==> src/rtl/range_bucket_counter_pkg.sv <==
// Shared types and constants for the range bucket counter: FSM state encoding,
// default parameter values and the bucket-index width helper.
package range_bucket_pkg;

  typedef enum logic [1:0] {
    ST_IDLE = 2'd0,
    ST_RUN  = 2'd1,
    ST_DONE = 2'd2
  } state_e;

  localparam int DEF_WIDTH    = 16;
  localparam int DEF_NBUCKETS = 6;
  localparam int DEF_WRAP_W   = 8;

  // The bucket index counts 0..nbuckets inclusive, hence the +1.
  function automatic int idx_width(input int nbuckets);
    return $clog2(nbuckets + 1);
  endfunction

endpackage

==> src/rtl/range_bucket_counter_if.sv <==
// Control/status bundle of the range bucket counter. The master drives control
// and configuration; the slave (the counter) returns count, bucket and status.
interface range_bucket_counter_if
  import range_bucket_pkg::*;
#(
  parameter int WIDTH    = DEF_WIDTH,
  parameter int NBUCKETS = DEF_NBUCKETS,
  parameter int WRAP_W   = DEF_WRAP_W
);
  localparam int IDX_W = idx_width(NBUCKETS);

  logic                      start;
  logic                      clear;
  logic                      enable;
  logic                      wrap_mode;
  logic [WIDTH-1:0]          limit;
  logic [NBUCKETS*WIDTH-1:0] thr;
  logic [WIDTH-1:0]          count;
  logic [IDX_W-1:0]          bucket;
  logic                      busy;
  logic                      done;
  logic [WRAP_W-1:0]         wraps;

  modport master (
    output start, clear, enable, wrap_mode, limit, thr,
    input  count, bucket, busy, done, wraps
  );

  modport slave (
    input  start, clear, enable, wrap_mode, limit, thr,
    output count, bucket, busy, done, wraps
  );

endinterface

==> src/rtl/range_bucket_counter_threshold_bucketizer.sv <==
// Combinational classifier: counts how many thresholds the value has reached.
// Works for unsorted thresholds; the parent registers the result.
module threshold_bucketizer
  import range_bucket_pkg::*;
#(
  parameter int WIDTH    = DEF_WIDTH,
  parameter int NBUCKETS = DEF_NBUCKETS
) (
  input  logic [WIDTH-1:0]                   count_i,
  input  logic [NBUCKETS*WIDTH-1:0]          thr_i,
  output logic [idx_width(NBUCKETS)-1:0]     bucket_o
);
  localparam int IDX_W = idx_width(NBUCKETS);

  logic [NBUCKETS-1:0] ge_s;
  logic [IDX_W-1:0]    sum_s;

  // One unsigned comparator per threshold.
  always_comb begin
    ge_s = {NBUCKETS{1'b0}};
    for (int i = 0; i < NBUCKETS; i++) begin
      ge_s[i] = (count_i >= thr_i[i*WIDTH +: WIDTH]);
    end
  end

  // Population count of the comparator hits.
  always_comb begin
    sum_s = {IDX_W{1'b0}};
    for (int i = 0; i < NBUCKETS; i++) begin
      sum_s = sum_s + IDX_W'(ge_s[i]);
    end
  end

  assign bucket_o = sum_s;

endmodule

==> src/rtl/range_bucket_counter.sv <==
// Programmable-limit progress counter with start/clear/enable FSM, stop or wrap
// terminal behaviour, saturating wrap-event count and registered range decode.
module range_bucket_counter
  import range_bucket_pkg::*;
#(
  parameter int WIDTH    = DEF_WIDTH,
  parameter int NBUCKETS = DEF_NBUCKETS,
  parameter int WRAP_W   = DEF_WRAP_W
) (
  input  logic                  clk_i,
  input  logic                  reset_n_i,
  range_bucket_counter_if.slave ctl_io
);
  localparam int IDX_W = idx_width(NBUCKETS);

  state_e            state_q,  state_d;
  logic [WIDTH-1:0]  count_q,  count_d;
  logic [WIDTH-1:0]  limit_q,  limit_d;
  logic              wrap_q,   wrap_d;
  logic [WRAP_W-1:0] wraps_q,  wraps_d;
  logic [IDX_W-1:0]  bucket_q, bucket_d;
  logic              busy_q,   busy_d;
  logic              done_q,   done_d;

  threshold_bucketizer #(
    .WIDTH    (WIDTH),
    .NBUCKETS (NBUCKETS)
  ) u_bucketizer (
    .count_i  (count_q),
    .thr_i    (ctl_io.thr),
    .bucket_o (bucket_d)
  );

  // Next-state and datapath decode; clear beats start beats enable.
  always_comb begin
    state_d = state_q;
    count_d = count_q;
    limit_d = limit_q;
    wrap_d  = wrap_q;
    wraps_d = wraps_q;
    if (ctl_io.clear) begin
      state_d = ST_IDLE;
      count_d = {WIDTH{1'b0}};
      limit_d = {WIDTH{1'b0}};
      wrap_d  = 1'b0;
      wraps_d = {WRAP_W{1'b0}};
    end else if (ctl_io.start) begin
      state_d = ST_RUN;
      count_d = {WIDTH{1'b0}};
      limit_d = ctl_io.limit;
      wrap_d  = ctl_io.wrap_mode;
      wraps_d = {WRAP_W{1'b0}};
    end else begin
      case (state_q)
        ST_RUN: begin
          if (ctl_io.enable) begin
            if (count_q != limit_q) begin
              count_d = count_q + {{(WIDTH-1){1'b0}}, 1'b1};
            end else if (wrap_q) begin
              count_d = {WIDTH{1'b0}};
              if (wraps_q != {WRAP_W{1'b1}}) begin
                wraps_d = wraps_q + {{(WRAP_W-1){1'b0}}, 1'b1};
              end else begin
                wraps_d = wraps_q;
              end
            end else begin
              state_d = ST_DONE;
            end
          end else begin
            state_d = ST_RUN;
          end
        end
        ST_IDLE: state_d = ST_IDLE;
        ST_DONE: state_d = ST_DONE;
        default: state_d = ST_IDLE;
      endcase
    end
  end

  // DONE is only reachable from RUN, so this is a single-cycle entry pulse.
  always_comb begin
    busy_d = (state_d == ST_RUN);
    done_d = (state_q == ST_RUN) && (state_d == ST_DONE);
  end

  // State, configuration and registered outputs.
  always_ff @(posedge clk_i or negedge reset_n_i) begin
    if (!reset_n_i) begin
      state_q  <= ST_IDLE;
      count_q  <= {WIDTH{1'b0}};
      limit_q  <= {WIDTH{1'b0}};
      wrap_q   <= 1'b0;
      wraps_q  <= {WRAP_W{1'b0}};
      bucket_q <= {IDX_W{1'b0}};
      busy_q   <= 1'b0;
      done_q   <= 1'b0;
    end else begin
      state_q  <= state_d;
      count_q  <= count_d;
      limit_q  <= limit_d;
      wrap_q   <= wrap_d;
      wraps_q  <= wraps_d;
      bucket_q <= bucket_d;
      busy_q   <= busy_d;
      done_q   <= done_d;
    end
  end

  assign ctl_io.count  = count_q;
  assign ctl_io.bucket = bucket_q;
  assign ctl_io.busy   = busy_q;
  assign ctl_io.done   = done_q;
  assign ctl_io.wraps  = wraps_q;

endmodule
==> src/flat_wrapper.sv <==
// flat-port wrapper written by rule: the top's interface ports become plain ports
module range_bucket_counter_flat import range_bucket_pkg::*;
#(
  parameter int WIDTH    = DEF_WIDTH,
  parameter int NBUCKETS = DEF_NBUCKETS,
  parameter int WRAP_W   = DEF_WRAP_W
)
  (clk_i, reset_n_i, ctl_io_start, ctl_io_clear, ctl_io_enable, ctl_io_wrap_mode, ctl_io_limit, ctl_io_thr, ctl_io_count, ctl_io_bucket, ctl_io_busy, ctl_io_done, ctl_io_wraps);
  range_bucket_counter_if #(.WIDTH(WIDTH), .NBUCKETS(NBUCKETS), .WRAP_W(WRAP_W)) ctl_io_i ();
  input  logic clk_i;
  input  logic reset_n_i;
  input wire logic [$bits(ctl_io_i.start)-1:0] ctl_io_start;
  input wire logic [$bits(ctl_io_i.clear)-1:0] ctl_io_clear;
  input wire logic [$bits(ctl_io_i.enable)-1:0] ctl_io_enable;
  input wire logic [$bits(ctl_io_i.wrap_mode)-1:0] ctl_io_wrap_mode;
  input wire logic [$bits(ctl_io_i.limit)-1:0] ctl_io_limit;
  input wire logic [$bits(ctl_io_i.thr)-1:0] ctl_io_thr;
  output wire logic [$bits(ctl_io_i.count)-1:0] ctl_io_count;
  output wire logic [$bits(ctl_io_i.bucket)-1:0] ctl_io_bucket;
  output wire logic [$bits(ctl_io_i.busy)-1:0] ctl_io_busy;
  output wire logic [$bits(ctl_io_i.done)-1:0] ctl_io_done;
  output wire logic [$bits(ctl_io_i.wraps)-1:0] ctl_io_wraps;
  assign ctl_io_i.start = ctl_io_start;
  assign ctl_io_i.clear = ctl_io_clear;
  assign ctl_io_i.enable = ctl_io_enable;
  assign ctl_io_i.wrap_mode = ctl_io_wrap_mode;
  assign ctl_io_i.limit = ctl_io_limit;
  assign ctl_io_i.thr = ctl_io_thr;
  assign ctl_io_count = ctl_io_i.count;
  assign ctl_io_bucket = ctl_io_i.bucket;
  assign ctl_io_busy = ctl_io_i.busy;
  assign ctl_io_done = ctl_io_i.done;
  assign ctl_io_wraps = ctl_io_i.wraps;
  range_bucket_counter #(.WIDTH(WIDTH), .NBUCKETS(NBUCKETS), .WRAP_W(WRAP_W)) u_core (.clk_i(clk_i), .reset_n_i(reset_n_i), .ctl_io(ctl_io_i));
endmodule
==> config.mk <==
export PLATFORM = sky130hd
export DESIGN_NAME = range_bucket_counter_flat
export DESIGN_NICKNAME = d
export VERILOG_FILES = /design/src/rtl/range_bucket_counter_pkg.sv /design/src/rtl/range_bucket_counter_if.sv /design/src/rtl/range_bucket_counter_threshold_bucketizer.sv /design/src/rtl/range_bucket_counter.sv /design/src/flat_wrapper.sv
export SDC_FILE = /design/constraint.sdc
export NUM_CORES = 1
export LEC_CHECK = 0
export CORE_UTILIZATION = 44
export DETAILED_ROUTE_END_ITERATION = 10
export GPL_TIMING_DRIVEN = 0
export PLACE_DENSITY = 0.84
export SYNTH_ARGS = -nofsm -noshare
export SYNTH_HDL_FRONTEND = slang
export SYNTH_HIERARCHICAL = 1
export SYNTH_SLANG_ARGS = --single-unit
==> constraint.sdc <==
create_clock -name clk_i -period 3.64 [get_ports clk_i]
set_clock_uncertainty 0.2 [all_clocks]
set_input_delay 0.364 -clock clk_i [delete_from_list [all_inputs] [get_ports clk_i]]
set_output_delay 0.364 -clock clk_i [all_outputs]
set_load 0.05 [all_outputs]
==> results.ini <==
[floorplanning]
core_um2 = 11400
start_util_pct = 45.1
die_height_um = 110
ioPinCount = 147
rows = 39
die_area_um2 = 12100
die_w_um = 110

[worst_setup_path]
critPathKind = primary input to register
crit_family = adder cells
crit_arrival_ps = 3820
r2r_slack_ps = -160
critical_path.max_stage_delay_ps = 550
cp.required_ps = 3620
r2r_end = u_core/ctl_io.bucket[1]$_DFF_PN0_
cp_max_fo = 3
end_kind = register
r2r-start = u_core/ctl_io.count[14]$_DFFE_PN0P_
start_kind = primary input
reg2reg_depth = 11
path_buf_inv = 4
worstPathCellList = clkdlybuf4s50_1 -> inv_1 -> ha_4 -> a21oi_2 -> nand2_1 -> a22o_1 -> or4_4 -> fa_1 -> inv_1 -> fa_1 -> inv_1 -> ha_2 -> fa_1
crit_slowest_cell = fa_1

[timing]
fmax_mhz = 261
tightest_slew_ps = 698
slew-limit-headroom_pct = 53.3
period_minus_slack_ps = 3830
grt_setup_unrepaired = true
hold_viol_final = 0
finalCritPeriodShare_pct = 105
setup_ws_ps = -193
slew_violations = 0
setup_viol = 2
finalSetupTns_ps = -340

[pwr]
p_per_area_nw_per_um2 = 187
ir_worst_vdd_mv = 0.189
power_w = 0.00140
p_leak_nw = 3.69

[cells_and_area]
nets = 1011
final_cells = 933
diodes = 0
final_area_um2 = 7460
drive_gt1_share_pct = 13.0
syn2layout_area_growth_pct = 45.5

[place]
dp_hpwl_mm = 11.8
gp_congestion = 0.919
io_buffers = 146
placedInstanceArea_um2 = 6870
dpl.cell_count = 897
dp_slack_ps = -575

[synth]
yosysUniqueCellTypes = 51
synthMostInstantiatedCell = inv_1
syn_nets = 829
ys_ff_latch = 48
ys.warnings.count = 6
syn-cell-area_um2 = 5130
synth-edff-count = 0
syn_area_per_cell_um2 = 8.45
yosysTopAreaCell = ha_1
async_flop_share_pct = 100
synth_top_area_share_pct = 24.6
ys.flop_type = dfrtp_1
syn_inst = 607
ys_top_cells_by_count = 113 x inv_1, 101 x ha_1, 48 x dfrtp_1
synth_area_leaders = ha_1 25%, dfrtp_1 23%, inv_1 8.3%
yosysSeqAreaShare_pct = 23.4

[global_routing]
overflow = 0
track_usage_pct = 26.5
grt_first_pass_wirelength_mm = 24.5
grt_max_degree = 27
grt_pass1_vias = 5441
antenna_found_initial = 0

[hold_path]
hp-start = u_core/ctl_io.wraps[0]$_DFFE_PN0P_
min_to = u_core/ctl_io.wraps[0]$_DFFE_PN0P_
hold_path_class = register to register
min_path_cells = 1

[routing]
routed_wl_mm = 16.7
vias = 5438
dr.pass1.iters = 8
vias_per_cell = 5.83
route.detailed.drc = 0
dr.first_iter.drc_count = 583
ant_nets = 0
post_drt_wl_per_cell_um = 17.9

[clock_tree]
clkTransAtPathRegs_ps = 80
htreeDepth = 2
cts-root-buf = clkbuf_16
cts_tree = built
insertion_delay_ps = 300
cts_sinks = 48
cts_buffers = 5
cts_buffer_depth = 2

[outcome]
status = finished, violations left
failed_checks = setup timing

[flow_run]
maxCapViolations = 0

[through the flow]
stage	hold slack (ps)	utilization, %
floorplan	-132	-
global placement	305	60.3
detailed placement	174	60.4
CTS	323	64.1
global route	363	65.6
finish	323	65.6
[how the worst max path moves through the flow]
stage | startpoint | cells after the start | to
5_1_grt | ctl_io_thr[14] | 13 | u_core/ctl_io.bucket[1]$_DFF_PN0_
2_1_floorplan | u_core/ctl_io.count[0]$_DFFE_PN0P_ | 12 | u_core/ctl_io.bucket[1]$_DFF_PN0_
4_1_cts | u_core/ctl_io.count[0]$_DFFE_PN0P_ | 12 | u_core/ctl_io.bucket[1]$_DFF_PN0_
6_report | ctl_io_thr[14] | 13 | u_core/ctl_io.bucket[1]$_DFF_PN0_
3_5_place_dp | ctl_io_thr[23] | 13 | u_core/ctl_io.bucket[1]$_DFF_PN0_
3_3_place_gp | ctl_io_thr[23] | 13 | u_core/ctl_io.bucket[1]$_DFF_PN0_
[routing by layer]
layer | share of wire [%] | vias to the layer above | global-route usage, % | wire length (um)
met5 | 0 | - | 0 | 0
met4 | 4.6 | 0 | 14.7 | 774
met3 | 9.6 | 86 | 5.45 | 1610
met2 | 49 | 334 | 47.0 | 8130
met1 | 37 | 2500 | 29.6 | 6210
li1 | - | 2518 | - | -
[cell families after synthesis]
logic type	after synthesis	synth area share (%)
AND/OR/NAND/NOR	184	19.4
AO/OA/AOI/OAI	106	14.8
multiplexers	19	3.73
adder cells (fa/ha/maj)	104	25.8
buffers and inverters	130	10.0
XOR/XNOR	16	2.73
flip-flops	48	23.4
[placed cells by master, fill, tap and decap left out, types with 4 or more instances in the layout]
cell             count
buf_2                4
nand4_1             25
a21oi_1             31
nand3_1             30
a22o_1               5
clkbuf_1            10
dfrtp_2             10
or4_1                6
clkbuf_16            5
dfrtp_4              6
nor4_1               6
o31ai_1              5
ha_1                82
nand2_1             34
inv_1              111
a21o_1               5
a21oi_2              6
mux2i_1             18
o21ai_0             10
nor4b_1              4
and3_1               7
buf_4               27
dfrtp_1             32
nand2b_1             6
clkdlybuf4s50_1    141
ha_4                18
nor2_1              42
o221ai_1            12
xor2_1              16
o21a_1               7
[repair_timing]
action	CTS	global route
hold endpoints to repair	22	0
pin swaps	5	7
hold buffers	1	0
gates resized for setup	23	14
endpoints found under the setup margin	2	2
buffers inserted	15	12
[power by group]
part	leakage (nW)	internal (W)	switching [W]
sequential	0.627	0.000546	0.0000109
combinational	2.99	0.000205	0.000164
clock	0.0660	0.000256	0.000213
[sequential cells by signal, summed over array words and instances, names as in the netlist]
signal / count
u_core/state_q: 2
u_core/ctl_io.busy: 1
u_core/ctl_io.bucket: 3
u_core/wrap_q: 1
u_core/limit_q: 16
u_core/ctl_io.count: 16
u_core/ctl_io.done: 1
u_core/ctl_io.wraps: 8
[layout make-up]
type                       count  area [um^2]
clock buffer                   5          125
multi-input combinational    429         3680
tap                          143          179
timing repair buffer         175         1700
sequential                    48         1240
buffer                        17         90.1
inverter                     113          432
fill                         855         3910
clock inverter                 3         23.8
No activity file was read; power rests on OpenSTA's default activity.
